### src/rtl/memory_req_arbiter.sv
// N-to-1 memory request arbiter: picks one requester (round-robin or fixed
// priority), latches its request, holds it on the server port until the
// server fulfills it, then steers the completion pulse back to that requester.

package memory_req_arbiter_pkg;
    typedef enum logic [1:0] {
        MEM_OP_LOAD  = 2'd0,
        MEM_OP_STORE = 2'd1,
        MEM_OP_AMO   = 2'd2,
        MEM_OP_FENCE = 2'd3
    } memory_operation_e;

    typedef enum logic [1:0] {
        MEM_SIZE_BYTE   = 2'd0,
        MEM_SIZE_HALF   = 2'd1,
        MEM_SIZE_WORD   = 2'd2,
        MEM_SIZE_DOUBLE = 2'd3
    } memory_operation_size_e;
endpackage

// state | meaning
// IDLE  | no outstanding request; arbitrate among valid requesters
// BUSY  | latched request presented to server, waiting for fulfilled
module memory_req_arbiter
    import memory_req_arbiter_pkg::*;
#(
    parameter int XLEN     = 32,
    parameter int NUM_REQ  = 2,
    parameter int ARB_MODE = 0,
    localparam int IDXW    = (NUM_REQ > 1) ? $clog2(NUM_REQ) : 1
) (
    input  logic                   clk,
    input  logic                   reset_n,
    input  logic [NUM_REQ*XLEN-1:0] up_req_address,
    input  memory_operation_e      up_req_operation [NUM_REQ],
    input  memory_operation_size_e up_req_size [NUM_REQ],
    input  logic [NUM_REQ*XLEN-1:0] up_req_store_word,
    input  logic [NUM_REQ-1:0]     up_req_valid,
    output logic [XLEN-1:0]        up_req_loaded_word,
    output logic [NUM_REQ-1:0]     up_req_fulfilled,
    output logic [XLEN-1:0]        mem_req_address,
    output memory_operation_e      mem_req_operation,
    output memory_operation_size_e mem_req_size,
    output logic [XLEN-1:0]        mem_req_store_word,
    output logic                   mem_req_valid,
    input  logic [XLEN-1:0]        mem_req_loaded_word,
    input  logic                   mem_req_fulfilled,
    output logic [IDXW-1:0]        grant_idx,
    output logic                   busy
);

    typedef enum logic {
        IDLE = 1'b0,
        BUSY = 1'b1
    } state_e;

    state_e                 state_q, state_d;
    logic [IDXW-1:0]        rr_ptr_q, rr_ptr_d;
    logic [IDXW-1:0]        grant_idx_q, grant_idx_d;
    logic [XLEN-1:0]        addr_q, addr_d;
    memory_operation_e      op_q, op_d;
    memory_operation_size_e size_q, size_d;
    logic [XLEN-1:0]        wdata_q, wdata_d;

    logic                   found;
    logic [IDXW-1:0]        win_idx;
    logic [IDXW-1:0]        cand;

    // Winner search: walk channels starting at rr_ptr (round-robin) or 0 (fixed priority)
    always_comb begin
        found   = 1'b0;
        win_idx = '0;
        cand    = (ARB_MODE == 0) ? rr_ptr_q : '0;
        for (int k = 0; k < NUM_REQ; k++) begin
            if (!found && up_req_valid[cand]) begin
                found   = 1'b1;
                win_idx = cand;
            end
            cand = (cand == IDXW'(NUM_REQ - 1)) ? '0 : cand + 1'b1;
        end
    end

    // Next-state logic: latch the winner in IDLE, release on fulfilled in BUSY
    always_comb begin
        state_d     = state_q;
        rr_ptr_d    = rr_ptr_q;
        grant_idx_d = grant_idx_q;
        addr_d      = addr_q;
        op_d        = op_q;
        size_d      = size_q;
        wdata_d     = wdata_q;
        case (state_q)
            IDLE: begin
                if (found) begin
                    state_d     = BUSY;
                    grant_idx_d = win_idx;
                    for (int i = 0; i < NUM_REQ; i++) begin
                        if (IDXW'(i) == win_idx) begin
                            addr_d  = up_req_address[i*XLEN +: XLEN];
                            op_d    = up_req_operation[i];
                            size_d  = up_req_size[i];
                            wdata_d = up_req_store_word[i*XLEN +: XLEN];
                        end
                    end
                end
            end
            BUSY: begin
                if (mem_req_fulfilled) begin
                    state_d  = IDLE;
                    rr_ptr_d = (grant_idx_q == IDXW'(NUM_REQ - 1)) ? '0 : grant_idx_q + 1'b1;
                end
            end
            default: state_d = IDLE;
        endcase
    end

    // Completion pulse steered to the owning channel only while BUSY
    always_comb begin
        up_req_fulfilled = '0;
        if (state_q == BUSY && mem_req_fulfilled) begin
            for (int i = 0; i < NUM_REQ; i++) begin
                if (IDXW'(i) == grant_idx_q) begin
                    up_req_fulfilled[i] = 1'b1;
                end
            end
        end
    end

    // State and latched-request registers
    always_ff @(posedge clk) begin
        if (!reset_n) begin
            state_q     <= IDLE;
            rr_ptr_q    <= '0;
            grant_idx_q <= '0;
            addr_q      <= '0;
            op_q        <= MEM_OP_LOAD;
            size_q      <= MEM_SIZE_BYTE;
            wdata_q     <= '0;
        end else begin
            state_q     <= state_d;
            rr_ptr_q    <= rr_ptr_d;
            grant_idx_q <= grant_idx_d;
            addr_q      <= addr_d;
            op_q        <= op_d;
            size_q      <= size_d;
            wdata_q     <= wdata_d;
        end
    end

    assign mem_req_address    = addr_q;
    assign mem_req_operation  = op_q;
    assign mem_req_size       = size_q;
    assign mem_req_store_word = wdata_q;
    assign mem_req_valid      = (state_q == BUSY);
    assign busy               = (state_q == BUSY);
    assign grant_idx          = grant_idx_q;
    assign up_req_loaded_word = mem_req_loaded_word;

endmodule

### config.mk
export PLATFORM = sky130hd
export DESIGN_NAME = memory_req_arbiter
export DESIGN_NICKNAME = d
export VERILOG_FILES = /design/src/rtl/memory_req_arbiter.sv
export SDC_FILE = /design/constraint.sdc
export NUM_CORES = 1
export LEC_CHECK = 0
export CORE_ASPECT_RATIO = 1.4
export CORE_MARGIN = 4
export CORE_UTILIZATION = 30
export DETAILED_ROUTE_END_ITERATION = 16
export GPL_TIMING_DRIVEN = 0
export PLACE_DENSITY_LB_ADDON = 0.12
export SLEW_MARGIN = 20
export SYNTH_ARGS = -nofsm -noshare
export SYNTH_HDL_FRONTEND = slang
export SYNTH_SLANG_ARGS = --single-unit
### constraint.sdc
create_clock -name clk -period 1.2 [get_ports clk]
set_input_delay 0.12 -clock clk [delete_from_list [all_inputs] [get_ports clk]]
set_output_delay 0.12 -clock clk [all_outputs]
set_load 0.05 [all_outputs]
==> impl_metrics.yaml <==
run_status:
  status: "finished with violations"
  violations: "setup timing"
sta:
  setup_viol: 24
  period_needed_ps: 1280
  skew_ps: 3.70
  drv_slew: 0
  clock.fmax_mhz: 782
  postLayoutSetupSlackWorst_ps: -79.2
  slew_headroom_pct: 64.0
  worst_pin_slew_ps: 541
  fin_crit_sh_pct: 107
  finalHoldViolations: 0
  rsz0062_at_grt: "true"
worst_setup_path:
  crit_required_ps: 1080
  crit_path_cell_trace: "buf_6, and3b_2, buf_8"
  crit_path_max_incr_delay_ps: 340
  critPathMaxFanout: 5
  crit_arrival_ps: 1160
  slowest_stage: "dfxtp_4"
  cp-start-kind: "flip-flop"
  end_kind: "output pin"
  crit_type: "flip-flop to output pin"
yosys:
  syn_inst: 441
  ys_seq_area_share_pct: 40.5
  syn-cell-area_sq_um: 3510
  yosysMostFrequentCell: "o21ai_0"
  yosys_warnings: 0
  yosysUniqueCellTypes: 23
  async_reset_ff_share_pct: 0
  synth_top_cell_area_share_pct: 40.5
  synth_area_leader_cell: "dfxtp_1"
  synthesis.nets: 614
  ys_ff_latch: 71
  ys_top_cells_by_area: "dfxtp_1, a31oi_1, o21ai_0"
  ys.flop_type: "dfxtp_1"
  synth_commonest_cells: "o21ai_0, dfxtp_1, a31oi_1, nand3_1, o21ai_1"
  synth_edf_count: 0
  syn_area_per_cell_sq_um: 7.97
floorplanning:
  die_area_sq_um: 13500
  start_util_pct: 30.8
  io_pins: 278
  core_area_sq_um: 11400
  fp-row-count: 46
  die_w_um: 99.5
  chipHeight_um: 136
placement:
  placedCellCount: 829
  placed_cell_area_sq_um: 6150
  dpl.hpwl_um: 11200
  io_buffers: 244
  place_congestion: 0.820
final_layout:
  nets: 882
  antenna_cells: 0
  fillers: 1024
  post-route-cell-area_sq_um: 6830
  drive_gt1_share_pct: 29.8
  fin_cells: 856
  syn2layout_area_growth_pct: 94.5
pwr:
  seqPwrFrac_pct: 32.8
  p_leak_nw: 2.62
  p_sw_share_pct: 36.1
  intPower_mw: 5.35
  p_total_mw: 8.37
  ir_worst_vdd_mv: 0.608
  pwr-share-clk_pct: 27.9
  power.switching_mw: 3.02
  cellPowerDensity_nw_per_um2: 1220
  p_comb_share_pct: 39.3
routing:
  ant_nets: 0
  finalWirelength_um: 15200
  wl_per_cell_um: 17.8
  drc: 0
  first_pass_iters: 4
  first_iter_violations: 202
  via_count: 4447
  routed_via_density: 5.20
clock_tree:
  cts_root_buffer: "clkbuf_16"
  cts_buffer_depth: 2
  cts.clk_slew.worst_paths_ps: 50
  clk_latency_ps: 330
  clock_sinks: 71
  cts_tree: "yes"
  numCtsBuffers: 9
  ctsHoldBuffers: 0
  htree_num_levels: 3
global_routing:
  antenna_found_initial: 0
  grt-ovfl-total: 0
  groute.usage.overall_pct: 21.3
  grt_pass1_vias: 4502
  grt_pass1_wl_um: 23100
  grt_max_degree: 11
worst_hold_path:
  hold_path.class: "input port to flip-flop"
flow_run:
  max_cap_viol_count: 0
-- path summary, 6_finish.rpt --
path,start,end,slack (ps),cells after the start
worst max register to register,busy$_SDFF_PN0_,mem_req_address[5]$_SDFFE_PN0P_,-20,5
worst min-delay path,up_req_valid[0],busy$_SDFF_PN0_,250,2
worst max-delay path,busy$_SDFF_PN0_,up_req_fulfilled[0],-80,3
worst min register to register,rr_ptr_q$_SDFFE_PN0P_,rr_ptr_q$_SDFFE_PN0P_,500,2
-- critical path, delay by kind of cell (launching register included) --
| kind | cells | cell delay [ps] |
|---|---|---|
| AND/OR/NAND/NOR | 1 | 210 |
| buffers and inverters | 2 | 270 |
| flip-flops | 1 | 340 |
-- power groups by stage --
stage                     Sequential (mW)  Clock, mW  Combinational [mW]
after CTS                            2.72       2.37                3.19
after global routing                 2.77       2.46                3.47
after global placement               2.76          0                3.09
after detailed placement             2.77          0                3.10
after floorplan                      3.58          0                1.01
final                                2.74       2.33                3.29
-- layer usage --
layer / global-route usage, % / vias up / routed length [um]
met5: 0 / - / 0
met4: 8.43 / 0 / 335
met3: 6.42 / 24 / 1410
met2: 37.5 / 210 / 7810
met1: 23.7 / 2076 / 5690
li1: - / 2137 / -
-- repair_timing --
| item | in CTS | in global routing |
|---|---|---|
| setup endpoints to repair | 142 | 80 |
| cloned | 2 | 4 |
| buffers inserted | 4 | 3 |
| resized for setup | 278 | 114 |
| pin swaps | 2 | 19 |
-- flip-flops by register name (all words and copies together) (netlist names) --
register,count
mem_req_address,32
mem_req_store_word,32
mem_req_operation,2
mem_req_size,2
busy,1
grant_idx,1
rr_ptr_q,1
-- area by class of cell --
class | instances | area [sq um] | area share, %
repair buffers | 257 | 2610 | 38.2
multi-input cells | 283 | 1680 | 24.6
inverters | 2 | 7.51 | 0.110
plain buffers | 85 | 681 | 9.96
clock buffers | 12 | 236 | 3.46
flip-flops and latches | 71 | 1430 | 20.9
well taps | 144 | 180 | 2.64
clock inverters | 2 | 10.0 | 0.146
-- through the flow --
step	util, %	TNS [ps]	setup slack [ps]	hold slack (ps)
final	60.0	-290	-79.2	248
after global routing	60.0	-3710	-105	291
after CTS	58.6	-247	-119	319
after detailed placement	54.0	-33900	-578	509
after global placement	54.0	-31990	-565	501
after floorplan	-	0	11.0	258
-- cells in the final DEF (no fill, tap or decap), types with 2 or more instances in the layout --
| cell | n |
|---|---|
| clkdlybuf4s50_1 | 169 |
| nand3_1 | 68 |
| a31oi_1 | 68 |
| dfxtp_1 | 68 |
| o21ai_0 | 57 |
| buf_4 | 49 |
| o21ai_1 | 45 |
| clkdlybuf4s15_2 | 44 |
| o21ai_2 | 34 |
| buf_2 | 24 |
| clkbuf_1 | 17 |
| buf_6 | 14 |
| clkbuf_16 | 12 |
| buf_8 | 10 |
| clkbuf_2 | 4 |
| clkdlybuf4s18_2 | 4 |
| buf_12 | 2 |
| clkinv_2 | 2 |
| buf_16 | 2 |
| dfxtp_2 | 2 |
-- cells by family (layout without fill, tap and decap cells) --
family          after synthesis  after routing  share of synthesized area, %
compound gates              208            208                          32.4
simple gates                 75             75                          11.0
flops                        71             71                          40.5
buf+inv                      87            358                          16.1
Power figures use the tool's default switching activity.
